### src/rtl/uart_tx_fifo.sv
// rtl/uart_tx_fifo.sv - UART transmitter with configurable frame format and a write FIFO
module uart_tx_fifo #(
    parameter int DATA_BITS  = 8,
    parameter int PARITY     = 0,
    parameter int STOP_BITS  = 1,
    parameter int FIFO_DEPTH = 4
) (
    input  logic                          clk,
    input  logic                          rst,
    input  logic [DATA_BITS-1:0]          din,
    input  logic                          wr_en,
    input  logic                          txclken,
    output logic                          tx,
    output logic                          tx_busy,
    output logic                          full,
    output logic                          empty,
    output logic [$clog2(FIFO_DEPTH):0]   count,
    output logic                          overflow
);

    localparam int AW = $clog2(FIFO_DEPTH);
    localparam int CW = AW + 1;
    localparam int BW = $clog2(DATA_BITS);

    localparam logic [2:0] S_IDLE   = 3'd0;
    localparam logic [2:0] S_START  = 3'd1;
    localparam logic [2:0] S_DATA   = 3'd2;
    localparam logic [2:0] S_PARITY = 3'd3;
    localparam logic [2:0] S_STOP   = 3'd4;

    logic [DATA_BITS-1:0] mem [FIFO_DEPTH];
    logic [AW-1:0]        wr_ptr;
    logic [AW-1:0]        rd_ptr;
    logic [CW-1:0]        count_nxt;
    logic                 push;
    logic                 pop;

    logic [2:0]           state;
    logic [DATA_BITS-1:0] shreg;
    logic [BW-1:0]        bit_cnt;
    logic                 stop_cnt;
    logic                 stop_last;
    logic                 par_bit;

    assign tx_busy   = (state != S_IDLE);
    assign push      = wr_en && !full;
    // The final stop pulse is the second one only when two stop bits are configured.
    assign stop_last = (STOP_BITS == 2) ? stop_cnt : 1'b1;
    assign pop       = !empty && ((state == S_IDLE) ||
                                  (state == S_STOP && txclken && stop_last));
    assign par_bit   = (PARITY == 2) ? ~(^shreg) : (^shreg);

    always_comb begin
        count_nxt = count;
        case ({push, pop})
            2'b10:   count_nxt = count + CW'(1);
            2'b01:   count_nxt = count - CW'(1);
            default: count_nxt = count;
        endcase
    end

    always_ff @(posedge clk) begin
        if (push) begin
            mem[wr_ptr] <= din;
        end
    end

    always_ff @(posedge clk or posedge rst) begin
        if (rst) begin
            wr_ptr   <= '0;
            rd_ptr   <= '0;
            count    <= '0;
            full     <= 1'b0;
            empty    <= 1'b1;
            overflow <= 1'b0;
        end else begin
            if (push) begin
                wr_ptr <= wr_ptr + AW'(1);
            end
            if (pop) begin
                rd_ptr <= rd_ptr + AW'(1);
            end
            count    <= count_nxt;
            full     <= (count_nxt == CW'(FIFO_DEPTH));
            empty    <= (count_nxt == '0);
            overflow <= wr_en && full;
        end
    end

    always_ff @(posedge clk or posedge rst) begin
        if (rst) begin
            state    <= S_IDLE;
            tx       <= 1'b1;
            shreg    <= '0;
            bit_cnt  <= '0;
            stop_cnt <= 1'b0;
        end else begin
            case (state)
                S_IDLE: begin
                    tx <= 1'b1;
                    if (pop) begin
                        shreg    <= mem[rd_ptr];
                        bit_cnt  <= '0;
                        stop_cnt <= 1'b0;
                        state    <= S_START;
                    end
                end
                S_START: begin
                    if (txclken) begin
                        tx    <= 1'b0;
                        state <= S_DATA;
                    end
                end
                S_DATA: begin
                    if (txclken) begin
                        tx <= shreg[bit_cnt];
                        if (bit_cnt == BW'(DATA_BITS - 1)) begin
                            state <= (PARITY != 0) ? S_PARITY : S_STOP;
                        end else begin
                            bit_cnt <= bit_cnt + BW'(1);
                        end
                    end
                end
                S_PARITY: begin
                    if (txclken) begin
                        tx    <= par_bit;
                        state <= S_STOP;
                    end
                end
                S_STOP: begin
                    if (txclken) begin
                        tx <= 1'b1;
                        if (stop_last) begin
                            // Reload straight from the FIFO so queued frames leave with no idle gap.
                            if (pop) begin
                                shreg    <= mem[rd_ptr];
                                bit_cnt  <= '0;
                                stop_cnt <= 1'b0;
                                state    <= S_START;
                            end else begin
                                state <= S_IDLE;
                            end
                        end else begin
                            stop_cnt <= 1'b1;
                        end
                    end
                end
                default: begin
                    state <= S_IDLE;
                    tx    <= 1'b1;
                end
            endcase
        end
    end

endmodule

### config.mk
export PLATFORM = sky130hd
export DESIGN_NAME = uart_tx_fifo
export DESIGN_NICKNAME = d
export VERILOG_FILES = /design/src/rtl/uart_tx_fifo.sv
export SDC_FILE = /design/constraint.sdc
export NUM_CORES = 1
export LEC_CHECK = 0
export ABC_AREA = 1
export CORE_MARGIN = 2
export CORE_UTILIZATION = 52
export CTS_CLUSTER_SIZE = 28
export DETAILED_ROUTE_END_ITERATION = 10
export PLACE_DENSITY = 0.75
export SLEW_MARGIN = 25
export SYNTH_ARGS = -nofsm -noshare
export SYNTH_HDL_FRONTEND = slang
export SYNTH_SLANG_ARGS = --single-unit
export TNS_END_PERCENT = 1
### constraint.sdc
create_clock -name clk -period 2 [get_ports clk]
set_input_delay 0.3 -clock clk [delete_from_list [all_inputs] [get_ports clk]]
set_output_delay 0.3 -clock clk [all_outputs]
set_load 0.02 [all_outputs]
# [Word-level counts from Yosys, hierarchy flattened]
# Memories as Yosys holds them, arrays and structs flattened.
# Index checks and enable logic that the tools add are counted.
[classes] add_sub_neg=5 magnitude_cmp=1 eq_ne=15 n_mux=26 n_reduce_logical=17
[op_table] op="$mux 3" n=10
[op_table] op="$mux 8" n=2
[op_table] op="$pmux 8 s2" n=1
[op_table] op="$pmux 3 s5" n=1
[op_table] op="$ne 2x2->1 const B" n=7
[op_table] op="$eq 3x3->1 const B" n=3
[op_table] op="$pmux 3 s3" n=1
[op_table] op="$mux 1" n=8
[op_table] op="$reduce_and 4->1" n=2
[op_table] op="$reduce_xor 8->1" n=1
[op_table] op="$add 3x1->3 const B" n=2
[op_table] op="$eq 3x2->1 const B" n=2
[op_table] op="$logic_not 3->1" n=2
[op_table] op="$pmux 3 s2" n=1
[op_table] op="$reduce_and 6->1" n=1
[op_table] op="$reduce_bool 3->1" n=2
[op_table] op="$add 2x1->2 const B" n=2
[op_table] op="$logic_and 1x1->1" n=4
[op_table] op="$lt 3x4->1 const B" n=1
[op_table] op="$pmux 1 s4" n=1
[op_table] op="$bmux 1 s3" n=1
[op_table] op="$eq 3x1->1 const B" n=1
[op_table] op="$sub 3x1->3 const B" n=1
[op_table] op="$eq 2x1->1 const B" n=1
[op_table] op="other kinds (5)" n=6
[totals] reg_bits=25 ramBits=32 output_inout_bits=8 wordCells=75 mem_count=1
[memory_table] name="mem" words=4 word_bits=8 read_ports=1 rd_ports_with_merged_regs=0 write_ports=1 line_no="31" source="logic [DATA_BITS-1:0] mem [FIFO_DEPTH];"

# [Depth between registers and ports, before layout]
[logic_depth] ltp_word=7 depth_mapped=14 depth_no_buf=13

# [Worst setup path after synthesis]
# Ideal clock, no wire load.
[synth_path] path_type="flip-flop to flip-flop" startpoint="reg state[1]" endpoint="reg empty" setup_ns=0.067 t_arrival_ns=2.139 path_slack_ns=-0.206 stages_incl_launch_ff=11 path_buffers=1 cell_sequence="dfrtp_1 nor2_4 nand3_4 inv_2 buf_4 ha_1 inv_1 fa_1 o21ai_0 or2_2 nor2_1"
[synth_between] elab_chain_len=7
[synth_lines] item="start: declaration" line_no="38" source="logic [2:0] state;"
[synth_lines] item="start signal: assignment" line_no="118" source="state <= (PARITY != 0) ? S_PARITY : S_STOP;"
[synth_lines] item="$eq 3x3->1" line_no="50" source="(state == S_STOP && txclken && stop_last));"
[synth_lines] item="$logic_and 1x1->1" line_no="50"
[synth_lines] item="$logic_or 1x1->1 *" line_no="49" source="assign pop = !empty && ((state == S_IDLE) ||"
[synth_lines] item="$logic_and 1x1->1 *" line_no="49"
[synth_lines] item="via pop" line_no="36" source="logic pop;"
[synth_lines] item="$eq 2x1->1 or $eq 2x2->1 (tied branches)" line_no="55" source="case ({push, pop})"
[synth_lines] item="$pmux 3 s2 *" line_no="55"
[synth_lines] item="via count_nxt[1]" line_no="34" source="logic [CW-1:0] count_nxt;"
[synth_lines] item="$logic_not 3->1 *" line_no="85" source="empty <= (count_nxt == '0);"
[synth_lines] item="end signal: assignment" line_no="85"
[synth_lines] item="end: declaration" line_no="16" source="output logic empty,"
# The timed path passes the listed nets; every way through them passes the cells marked *.
# A chain may end at the register's enable or synchronous reset.

# [Final worst setup path]
[layout_path] startpoint="reg state[0]" endpoint="reg full"
[layout_between] elab_chain_len=7
[layout_lines] item="$eq 3x3->1" line_no="50"
[layout_lines] item="$logic_and 1x1->1" line_no="50"
[layout_lines] item="$logic_or 1x1->1 *" line_no="49"
[layout_lines] item="$logic_and 1x1->1 *" line_no="49"
[layout_lines] item="$eq 2x1->1 or $eq 2x2->1 (tied branches)" line_no="55"
[layout_lines] item="$pmux 3 s2 *" line_no="55"
[layout_lines] item="via count_nxt[1]" line_no="34"
[layout_lines] item="$eq 3x3->1 *" line_no="84" source="full <= (count_nxt == CW'(FIFO_DEPTH));"
[layout_lines] item="end signal: assignment" line_no="84"
[layout_lines] item="end: declaration" line_no="15" source="output logic full,"
# Marks and branches as above.

==> key figures <==
Run status
  – Outcome: completed

Logic synthesis
  – Synth Instances: 256
  – Post-Synthesis Cell Area: 0.002620 mm^2
  – Avg Inst Size Synth: 10.23 um^2
  – Most common cell in the netlist: nand2_1
  – Async set-reset flop share out of synthesis: 0.4386
  – Post-synthesis sequential element count: 57
  – Commonest cells in the netlist: 46 x nand2_1, 38 x nor2_1, 33 x inv_1
  – Sequential area share after synthesis: 0.6065
  – Synthesis Warnings: 0
  – Number of enable flip-flop cells after synthesis: 32
  – Synth top area share: 0.3668
  – Yosys top cell by area: edfxtp_1
  – Library cells used by synthesis: 26
  – Synth Flop Type: edfxtp_1
  – Synthesized Nets: 276
  – Largest cells by area after synthesis: edfxtp_1 37%, dfrtp_1 22%, nand2_1 6.6%, nor2_1 5.4%, inv_1 4.7%

Clock tree
  – # clock sinks: 57
  – # hold bufs at CTS: 0
  – Clk_lat worst skew: 0.33 ns
  – H-tree depth: 3
  – Number of CTS-inserted buffers: 9
  – TritonCTS clock tree: yes
  – Clock root buffer: clkbuf_8
  – Max Buffers Root-to-Sink: 2
  – Clk slew on worst S/H paths: 0.07 ns

STA
  – Tcrit/Tclk final: 0.9501
  – Final Slew Violations: 0
  – Slew @ Worst Pin: 0.5071 ns
  – Slew margin rel.: 0.6619
  – Clk_skew: 0.006460 ns
  – RSZ-0062 raised after global routing: yes
  – Worst Hold Margin: 0.3084 ns
  – Max Clk Rate: 0.5263 GHz
  – Setup violators final: 0
  – Hold violation total from the final report: 0
  – Final Critical Period: 1.900 ns

Die
  – Die X-Extent: 74.98 um
  – CORE AREA: 0.004786 mm^2
  – Initial cell density of the core: 0.5475
  – Ports: 20
  – FP Rows: 25
  – Die Span Y: 74.98 um
  – Die area: 0.005622 mm^2

Min path
  – Worst min path class: in -> async

Global routing
  – First-pass GRT wire length: 7.314 mm
  – Largest net degree at the start of global routing: 26
  – Global Route Usage Sum: 0.1800
  – Number of global-route vias before repair: 1,652
  – Antenna violations before repair: 0
  – Congestion Overflow GR: 0

Layout
  – Ant diodes: 0
  – Core Util, Final: 0.6816
  – Fillers: 356
  – Fin area: 0.003262 mm^2
  – Final std cells w/o fill: 368
  – Nets: 316
  – Area grow syn2layout: 24.50%
  – Share of layout cells above drive strength 1: 0.1628

Placement
  – Placed cell area: 0.002990 mm^2
  – Detailed Place HPWL: 3.025 mm
  – IO Port Bufs: 19
  – Placed instance count: 350
  – Gp weighted congestion: 0.8500

Pwr
  – Psw: 2007 uW
  – Peak VDD IR: 0.9513 mV
  – Pwr/cell area: 1660 mW/mm^2
  – Comb power frac: 0.412
  – Pleak: 0.001377 uW
  – Clk pwr share: 0.241
  – Switch share: 0.3706
  – Pint: 3408 uW
  – Flop pwr share: 0.348

Routing
  – Wirelength per Cell: 12.20 um
  – Pre-antenna DRT Iters: 4
  – DR iter-0 viols: 58
  – DRC viols: 0
  – Vias per cell: 4.913
  – Post-route ant nets: 0
  – Routed Wire Length: 4.488 mm
  – Via count: 1,808

Worst setup path
  – R2r endpoint: full$_DFF_PP0_
  – Worst endpoint required time: 2.26 ns
  – Reg2reg path depth: 9
  – CP startpoint kind: flop
  – FF-to-FF setup slack: 0.1 ns
  – Critical path type: reg -> reg
  – Worst Path Arrival: 2.16 ns
  – Kind of end point of the critical path: flop
  – RR Startpoint: state[0]$_DFFE_PP0P_
  – Crit Path Max Fanout: 5

Job
  – MaxCap Viol Count: 0
## power by group through the flow
stage	Clock (uW)	Combinational (uW)	Sequential, uW
2_1_floorplan	0	1590	1890
3_3_place_gp	0	2110	1890
3_5_place_dp	0	2160	1900
4_1_cts	1330	2170	1880
5_1_grt	1370	2540	1930
6_report	1300	2230	1880
## cells by family (layout without fill, tap and decap cells)
family	count (synthesis)	after routing	share of synthesized area
AO/OA/AOI/OAI	36	36	0.08644
buffers and inverters	41	86	0.06303
adder cells (fa/ha/maj)	8	8	0.04107
flip-flops	57	57	0.6065
XOR/XNOR	10	10	0.03343
AND/OR/NAND/NOR	104	104	0.1695
## final cells by class
type	count	area, um^2	share of cell area
Inverter	35	133.9	0.04104
Clock buffer	9	123.9	0.03797
Tap cell	67	83.83	0.02570
Multi-Input combinational cell	158	899.6	0.2758
Sequential cell	57	1590	0.4875
Clock inverter	7	117.6	0.03606
Timing Repair Buffer	35	312.8	0.09590
## metrics by stage
stage | setup TNS, ns | worst slack, ns | power [uW]
after global routing | -0.00006883 | -0.00006883 | 5837
after global placement | -0.5093 | -0.2125 | 4003
final | 0 | 0.09985 | 5415
after floorplan | -0.05031 | -0.02610 | 3485
after CTS | 0 | 0.02055 | 5380
after detailed placement | -0.6925 | -0.2968 | 4058
## sequential cells by signal (all words and copies together) (netlist names)
signal    cells
state         3
bit_cnt       3
rd_ptr        2
full          1
wr_ptr        2
mem          32
empty         1
overflow      1
count         3
shreg         8
tx            1
## layer usage
layer / global-route usage / share of wire / vias to the layer above
li1: - / - / 924
met1: 0.2345 / 0.46 / 853
met2: 0.2788 / 0.49 / 26
met3: 0.06426 / 0.039 / 5
met4: 0.06746 / 0.011 / 0
met5: 0 / 0 / -
## worst max-delay path, cell delays in order (launching register included)
cell,delay (ns)
dfrtp_2,0.46
nor2_4,0.15
nand3_4,0.09
inv_4,0.07
ha_4,0.11
inv_2,0.04
fa_2,0.52
o21ai_2,0.06
or2_4,0.23
nor2_1,0.10
## layout by cell type (no fill, tap or decap), drive strengths merged
cell type,synthesis,layout
xnor2,4,4
nand3,15,15
clkinvlp,0,2
or2,1,1
dfrtp,23,23
dlymetal6s2s,0,1
edfxtp,32,32
inv,34,35
o32ai,8,8
ha,7,7
clkdlybuf4s50,0,18
bufinv,0,3
fa,1,1
clkbuf,1,9
xor2,6,6
clkinv,1,2
o211ai,2,2
o21ai,23,23
dfstp,2,2
a21oi,3,3
nand2,48,48
buf,5,16
nor2,40,40
## worst max-delay path by stage
stage,start,endpoint,slack [ns],cells after the start
floorplan,state[0]$_DFFE_PP0P_,empty$_DFF_PP1_,-0.03,10
global placement,txclken,full$_DFF_PP0_,-0.21,14
detailed placement,txclken,full$_DFF_PP0_,-0.30,14
CTS,state[0]$_DFFE_PP0P_,full$_DFF_PP0_,0.02,12
global route,state[0]$_DFFE_PP0P_,full$_DFF_PP0_,-0.00007,12
finish,state[0]$_DFFE_PP0P_,full$_DFF_PP0_,0.1,9
## what timing repair did
item / CTS / global route
setup endpoints to repair: 0 / 4
buffers inserted: 0 / 2
gates resized for setup: 0 / 4
Note: power is estimated with default switching activity, not from simulation.
